--- src/rtl/eth_sfd_detect_if.sv ---
// Payload beat stream from the SFD detector to the frame receiver.
// Single-cycle beats qualified by vld; the consumer answers with ready.
interface eth_sfd_detect_if;
    logic [7:0] data;
    logic       start;
    logic       vld;
    logic       eop;
    logic       err;
    logic       ready;

    modport master (
        output data, start, vld, eop, err,
        input  ready
    );

    modport slave (
        input  data, start, vld, eop, err,
        output ready
    );
endinterface

--- src/rtl/eth_sfd_detect.sv ---
// Ethernet receive front-end: locks onto the 0x55 preamble and 0xD5 SFD,
// strips both, and forwards payload bytes as framed beats. The PHY cannot be
// stalled, so refused beats are lost and the frame is flagged bad.
module eth_sfd_detect #(
    parameter int MIN_PREAMBLE = 7,
    parameter int MAX_FRAME    = 1518,
    parameter int CNT_W        = 11
) (
    input  logic                     clk,
    input  logic                     rst,
    input  logic [7:0]               rxd,
    input  logic                     rx_dv,
    input  logic                     rx_er,
    eth_sfd_detect_if.master         rx_out
);

    localparam int PRE_W = (MIN_PREAMBLE < 2) ? 1 : $clog2(MIN_PREAMBLE + 1);

    typedef enum logic [1:0] {
        IDLE,
        PRE,
        PAY,
        DROP
    } state_t;

    state_t           state_q, state_d;
    logic [PRE_W-1:0] pre_cnt_q, pre_cnt_d;
    logic [CNT_W-1:0] byte_cnt_q, byte_cnt_d;
    logic [7:0]       hold_q, hold_d;
    logic             err_f_q, err_f_d;
    logic             ovr_f_q, ovr_f_d;
    logic [7:0]       data_q, data_d;
    logic             start_q, start_d;
    logic             vld_q, vld_d;
    logic             eop_q, eop_d;
    logic             err_q, err_d;
    logic             ovr_now;

    assign ovr_now = vld_q & ~rx_out.ready;

    // State, counters, hold byte, sticky flags and the registered output beat.
    always_ff @(posedge clk or negedge rst) begin
        if (!rst) begin
            state_q    <= IDLE;
            pre_cnt_q  <= '0;
            byte_cnt_q <= '0;
            hold_q     <= '0;
            err_f_q    <= 1'b0;
            ovr_f_q    <= 1'b0;
            data_q     <= '0;
            start_q    <= 1'b0;
            vld_q      <= 1'b0;
            eop_q      <= 1'b0;
            err_q      <= 1'b0;
        end else begin
            state_q    <= state_d;
            pre_cnt_q  <= pre_cnt_d;
            byte_cnt_q <= byte_cnt_d;
            hold_q     <= hold_d;
            err_f_q    <= err_f_d;
            ovr_f_q    <= ovr_f_d;
            data_q     <= data_d;
            start_q    <= start_d;
            vld_q      <= vld_d;
            eop_q      <= eop_d;
            err_q      <= err_d;
        end
    end

    // Next-state logic; a held byte is emitted only once its successor is seen.
    always_comb begin
        state_d    = state_q;
        pre_cnt_d  = pre_cnt_q;
        byte_cnt_d = byte_cnt_q;
        hold_d     = hold_q;
        err_f_d    = err_f_q;
        // A beat refused this cycle is already lost; fold it into the flag now
        // so an eop beat produced on the same edge reports it.
        ovr_f_d    = ovr_f_q | ovr_now;
        data_d     = '0;
        start_d    = 1'b0;
        vld_d      = 1'b0;
        eop_d      = 1'b0;
        err_d      = 1'b0;

        unique case (state_q)
            IDLE: begin
                if (rx_dv) begin
                    if (!rx_er && rxd == 8'h55) begin
                        state_d   = PRE;
                        pre_cnt_d = PRE_W'(1);
                    end else begin
                        state_d = DROP;
                    end
                end
            end

            PRE: begin
                if (!rx_dv) begin
                    state_d = IDLE;
                end else if (rx_er) begin
                    state_d = DROP;
                end else if (rxd == 8'h55) begin
                    if (pre_cnt_q < PRE_W'(MIN_PREAMBLE)) begin
                        pre_cnt_d = pre_cnt_q + PRE_W'(1);
                    end
                end else if (rxd == 8'hD5 && pre_cnt_q >= PRE_W'(MIN_PREAMBLE)) begin
                    state_d    = PAY;
                    byte_cnt_d = '0;
                    err_f_d    = 1'b0;
                    ovr_f_d    = 1'b0;
                end else begin
                    state_d = DROP;
                end
            end

            PAY: begin
                if (rx_dv) begin
                    if (byte_cnt_q == CNT_W'(MAX_FRAME)) begin
                        // Frame too long: close it on the held byte, discard the rest.
                        vld_d      = 1'b1;
                        data_d     = hold_q;
                        start_d    = (byte_cnt_q == CNT_W'(1));
                        eop_d      = 1'b1;
                        err_d      = 1'b1;
                        byte_cnt_d = CNT_W'(MAX_FRAME + 1);
                        state_d    = DROP;
                    end else begin
                        if (byte_cnt_q != '0) begin
                            vld_d   = 1'b1;
                            data_d  = hold_q;
                            start_d = (byte_cnt_q == CNT_W'(1));
                        end
                        hold_d     = rxd;
                        byte_cnt_d = byte_cnt_q + CNT_W'(1);
                        if (rx_er) begin
                            err_f_d = 1'b1;
                        end
                    end
                end else begin
                    if (byte_cnt_q != '0) begin
                        vld_d   = 1'b1;
                        data_d  = hold_q;
                        start_d = (byte_cnt_q == CNT_W'(1));
                        eop_d   = 1'b1;
                        err_d   = err_f_q | ovr_f_d;
                    end
                    state_d = IDLE;
                end
            end

            DROP: begin
                if (!rx_dv) begin
                    state_d = IDLE;
                end
            end

            default: state_d = IDLE;
        endcase
    end

    assign rx_out.data  = data_q;
    assign rx_out.start = start_q;
    assign rx_out.vld   = vld_q;
    assign rx_out.eop   = eop_q;
    assign rx_out.err   = err_q;

endmodule

--- src/flat_wrapper.sv ---
// flat-port wrapper written by rule: the top's interface ports become plain ports
module eth_sfd_detect_flat 
#(
    parameter int MIN_PREAMBLE = 7,
    parameter int MAX_FRAME    = 1518,
    parameter int CNT_W        = 11
)
  (clk, rst, rxd, rx_dv, rx_er, rx_out_data, rx_out_start, rx_out_vld, rx_out_eop, rx_out_err, rx_out_ready);
  eth_sfd_detect_if rx_out_i ();
  input  logic clk;
  input  logic rst;
  input  logic [7:0] rxd;
  input  logic rx_dv;
  input  logic rx_er;
  output wire logic [$bits(rx_out_i.data)-1:0] rx_out_data;
  output wire logic [$bits(rx_out_i.start)-1:0] rx_out_start;
  output wire logic [$bits(rx_out_i.vld)-1:0] rx_out_vld;
  output wire logic [$bits(rx_out_i.eop)-1:0] rx_out_eop;
  output wire logic [$bits(rx_out_i.err)-1:0] rx_out_err;
  input wire logic [$bits(rx_out_i.ready)-1:0] rx_out_ready;
  assign rx_out_data = rx_out_i.data;
  assign rx_out_start = rx_out_i.start;
  assign rx_out_vld = rx_out_i.vld;
  assign rx_out_eop = rx_out_i.eop;
  assign rx_out_err = rx_out_i.err;
  assign rx_out_i.ready = rx_out_ready;
  eth_sfd_detect #(.MIN_PREAMBLE(MIN_PREAMBLE), .MAX_FRAME(MAX_FRAME), .CNT_W(CNT_W)) u_core (.clk(clk), .rst(rst), .rxd(rxd), .rx_dv(rx_dv), .rx_er(rx_er), .rx_out(rx_out_i));
endmodule
--- config.mk ---
export PLATFORM = sky130hd
export DESIGN_NAME = eth_sfd_detect_flat
export DESIGN_NICKNAME = d
export VERILOG_FILES = /design/src/rtl/eth_sfd_detect_if.sv /design/src/rtl/eth_sfd_detect.sv /design/src/flat_wrapper.sv
export SDC_FILE = /design/constraint.sdc
export NUM_CORES = 1
export LEC_CHECK = 0
export BUFFER_PORTS_ARGS = -buffer_cell sky130_fd_sc_hd__buf_2
export CAP_MARGIN = 20
export CORE_ASPECT_RATIO = 2
export CORE_UTILIZATION = 60
export CTS_CLUSTER_SIZE = 30
export DETAILED_ROUTE_END_ITERATION = 6
export PLACE_DENSITY_LB_ADDON = 0.3
export REMOVE_ABC_BUFFERS = 1
export SYNTH_ARGS = -nofsm -noshare
export SYNTH_HDL_FRONTEND = slang
export SYNTH_SLANG_ARGS = --single-unit
--- constraint.sdc ---
create_clock -name clk -period 3.7 [get_ports clk]
set_input_delay 0.185 -clock clk [delete_from_list [all_inputs] [get_ports clk]]
set_output_delay 0.185 -clock clk [all_outputs]
set_load 0.01 [all_outputs]
==> reports/qor.txt <==
Status = complete, no violations
Die Footprint = 0.00324 mm²
Via count = 1,349
Drt total wl = 3.72 mm
Root Driver = clkbuf_8
CTS tree = yes
Pins Over Slew Limit = 0
Post-synthesis sequential area ratio = 52.8%
Clk slew on worst S/H paths = 0.07 ns
Worst Path Arrival = 2.10 ns
Layout cells sized above 1 = 27.0%
GRT Total Usage = 27.6%
Post-route minimum period = 1.90 ns
DR DRC count = 0
Clk_lat worst skew = 0.29 ns
Peak supply drop = 0.000408 V
Max-cap violations = 0
Fin. Hold Viols = 0
N_diodes = 0
Number of buffers and inverters on the critical path = 1
CP delay by family, top = compound AO/OA/AOI/OAI gates
Yosys reg bits = 38
WS Path Type = register to register
Final instance area = 0.00205 mm²
Final setup fails = 0
H-Tree Depth = 2
Initial antenna violation count = 0
Crit path capture type = register
Critical Path RT = 3.91 ns
Largest stage delay, worst path = 0.62 ns
First DRT Iteration DRCs = 29
Yosys cell types = 38
Fillers = 204
Clock share of power = 28.5%
Final net count = 207
Wire length per cell = 17.1 µm
Sequential Power Share = 52.5%
DRT Pass-1 Iters = 4
Setup TNS = 0 ns
First-pass GRT wire length = 5.99 mm
Placed Area = 0.00194 mm²
Syn Inst Count = 160
Row Count = 27
CP Launch Type = register
Top cells by area, synth = dfrtp_1 (53%), mux2_2 (6.3%), ha_1 (4.2%), nand2_1 (2.9%), and2_1 (2.8%)
Chip Width = 40.7 µm
Max clock buf depth = 2
CTS sink cnt = 38
Vias in the first global route = 1,349
Worst min path class = input port to register
Post-Syn Area per Cell = 11.3 µm²
FMAX = 0.527 GHz
Core ar. = 0.00280 mm²
Sw Ratio = 30.6%
Die Y = 79.5 µm
Internal Power = 0.000714 W
Leakage = 0.957 nW
Clk_skew = 0.00507 ns
Cts repair resizes = 0
Crit path max fanout = 11
PwrDens = 502 mW/mm²
Via/cell ratio = 6.19
Sw Pwr = 0.000314 W
Syn Std Cell Area = 0.00180 mm²
Area Overhead vs Synth = 13.6%
Overflow after GRT = 0
Final worst-path cycle share = 51.2%
DRT antenna net count = 0
Gate power share = 19.0%
Post-synth top area cell = dfrtp_1
Largest net degree at the start of global routing = 39
Slew margin rel. = 45.6%
Slew @ Worst Pin = 0.805 ns
Ys Warns = 0
GP Congestion = 0.799
Inserted Clock Buffers = 5
IO Count = 25
Initial Utilization = 64.2%
Port Buf Inserts = 24
CP cell instances = inv_1, ha_1, a41oi_1, o21a_1, a21boi_0
CP max-delay cell = a41oi_1
Dpl hpwl = 2.64 mm
Share of the synthesized area in the top cell type = 52.8%
RSZ-0062 raised after global routing = false
## cells by family after synthesis
family / count (synthesis) / synth area share, %
and+or+nand+nor: 62 / 21.7
DFF: 38 / 52.8
AOI/OAI and AO/OA: 27 / 10.1
muxes: 14 / 8.48
buffers and inverters: 13 / 2.78
adders and majority gates: 6 / 4.17
## final cells by class
type,instances,area (µm²),share of cell area (%)
well taps,29,36.3,1.77
flip-flops and latches,38,951,46.5
clock buffers,6,82.6,4.04
inverters,9,33.8,1.65
clock inverters,2,12.5,0.612
repair buffers,25,130,6.36
multi-input cells,109,800,39.1
## cells in the final DEF (no fill, tap or decap), types with 2 or more instances in the layout
cell type and instances:
a21oi_1 3, a41oi_1 2, and2_1 8, and3_1 2, and4bb_2 3, buf_2 24, clkbuf_8 6, dfrtp_1 38
ha_1 6, inv_1 9, mux2_2 10, mux2i_1 4, nand2_1 14, nand2b_1 2, nand4_1 3, nor2_1 9
nor3_1 7, nor4_1 3, o21a_1 2, o21ai_0 9, o2bb2ai_1 4, o31ai_1 2
## synth_stat cells
| master | n |
|---|---|
| dfrtp_1 | 38 |
| nand2_1 | 14 |
| mux2_2 | 10 |
| inv_1 | 9 |
| nor2_1 | 9 |
| o21ai_0 | 9 |
| and2_1 | 8 |
| nor3_1 | 7 |
| ha_1 | 6 |
| mux2i_1 | 4 |
| o2bb2ai_1 | 4 |
| a21oi_1 | 3 |
| and4bb_2 | 3 |
| clkbuf_1 | 3 |
| nand4_1 | 3 |
| nor4_1 | 3 |
| a41oi_1 | 2 |
| and3_1 | 2 |
| nand2b_1 | 2 |
| o21a_1 | 2 |
| o31ai_1 | 2 |
| a21boi_0 | 1 |
| a31oi_1 | 1 |
| and3b_1 | 1 |
| buf_2 | 1 |
| nand3_1 | 1 |
| nand3b_2 | 1 |
| nand4_2 | 1 |
| nand4b_1 | 1 |
| nand4bb_1 | 1 |
| nor2_4 | 1 |
| nor2b_1 | 1 |
| nor3_4 | 1 |
| nor4_4 | 1 |
| o22ai_1 | 1 |
| o31a_1 | 1 |
| o31a_2 | 1 |
| or3_1 | 1 |
## final timing paths
kind	start	end	slack [ns]	depth (start not counted)
min in group asynchronous	rst	u_core.rx_out.data[3]	0.50	2
worst max register to register	u_core.byte_cnt_q[0]	u_core.rx_out.err	1.80	5
worst min-delay path	rx_er	u_core.err_f_q	0.12	2
max in group asynchronous	rst	u_core.byte_cnt_q[9]	2.70	2
worst max-delay path	u_core.byte_cnt_q[0]	u_core.rx_out.err	1.80	5
worst min register to register	u_core.hold_q[3]	u_core.rx_out.data[3]	0.49	1
## sequential cells by signal, summed over array words and instances (netlist names)
register and count:
u_core.state_q 2, u_core.pre_cnt_q 3, u_core.rx_out.vld 1, u_core.hold_q 8, u_core.rx_out.eop 1, u_core.rx_out.data 8
u_core.err_f_q 1, u_core.rx_out.err 1, u_core.rx_out.start 1, u_core.ovr_f_q 1, u_core.byte_cnt_q 11
## routing by layer
| metal | GRT usage, % | part of all wire, % | vias up |
|---|---|---|---|
| met3 | 5.29 | 3.4 | 14 |
| li1 | - | - | 633 |
| met4 | 15.3 | 3.9 | 0 |
| met1 | 30.9 | 38 | 662 |
| met2 | 45.4 | 55 | 40 |
| met5 | 0 | 0 | - |
## through the flow
| stage | setup WS [ns] | hold WS [ns] | total power [W] | instances | util (%) |
|---|---|---|---|---|---|
| floorplan | 2.10 | -0.111 | 0.000662 | 156 | - |
| global placement | 1.91 | 0.301 | 0.000721 | 209 | 69.2 |
| detailed placement | 1.85 | 0.319 | 0.000735 | 209 | 69.2 |
| CTS | 1.79 | 0.115 | 0.00103 | 218 | 73.0 |
| global route | 1.66 | 0.130 | 0.00108 | 218 | 73.0 |
| finish | 1.80 | 0.119 | 0.00103 | 218 | 73.0 |
## repair_timing
action / CTS / global route
buffers inserted: 0 / 0
endpoints found under the hold margin: 25 / 0
hold buffers: 1 / 0
## power groups by stage
stage | Combinational [W] | Sequential, W | Clock (W)
after floorplan | 0.000125 | 0.000537 | 0
after global placement | 0.000181 | 0.000539 | 0
after detailed placement | 0.000191 | 0.000544 | 0
after CTS | 0.000196 | 0.000538 | 0.000301
after global routing | 0.000218 | 0.000546 | 0.000314
final | 0.000195 | 0.000540 | 0.000293
## worst reg2reg max path, delay by kind of cell, from the launching register on
| family | cells | cell delay, ns |
|---|---|---|
| buf+inv | 1 | 0.12 |
| fa+ha+maj | 1 | 0.21 |
| flops | 1 | 0.44 |
| compound gates | 3 | 1.04 |
No activity file was read; power rests on OpenSTA's default activity.
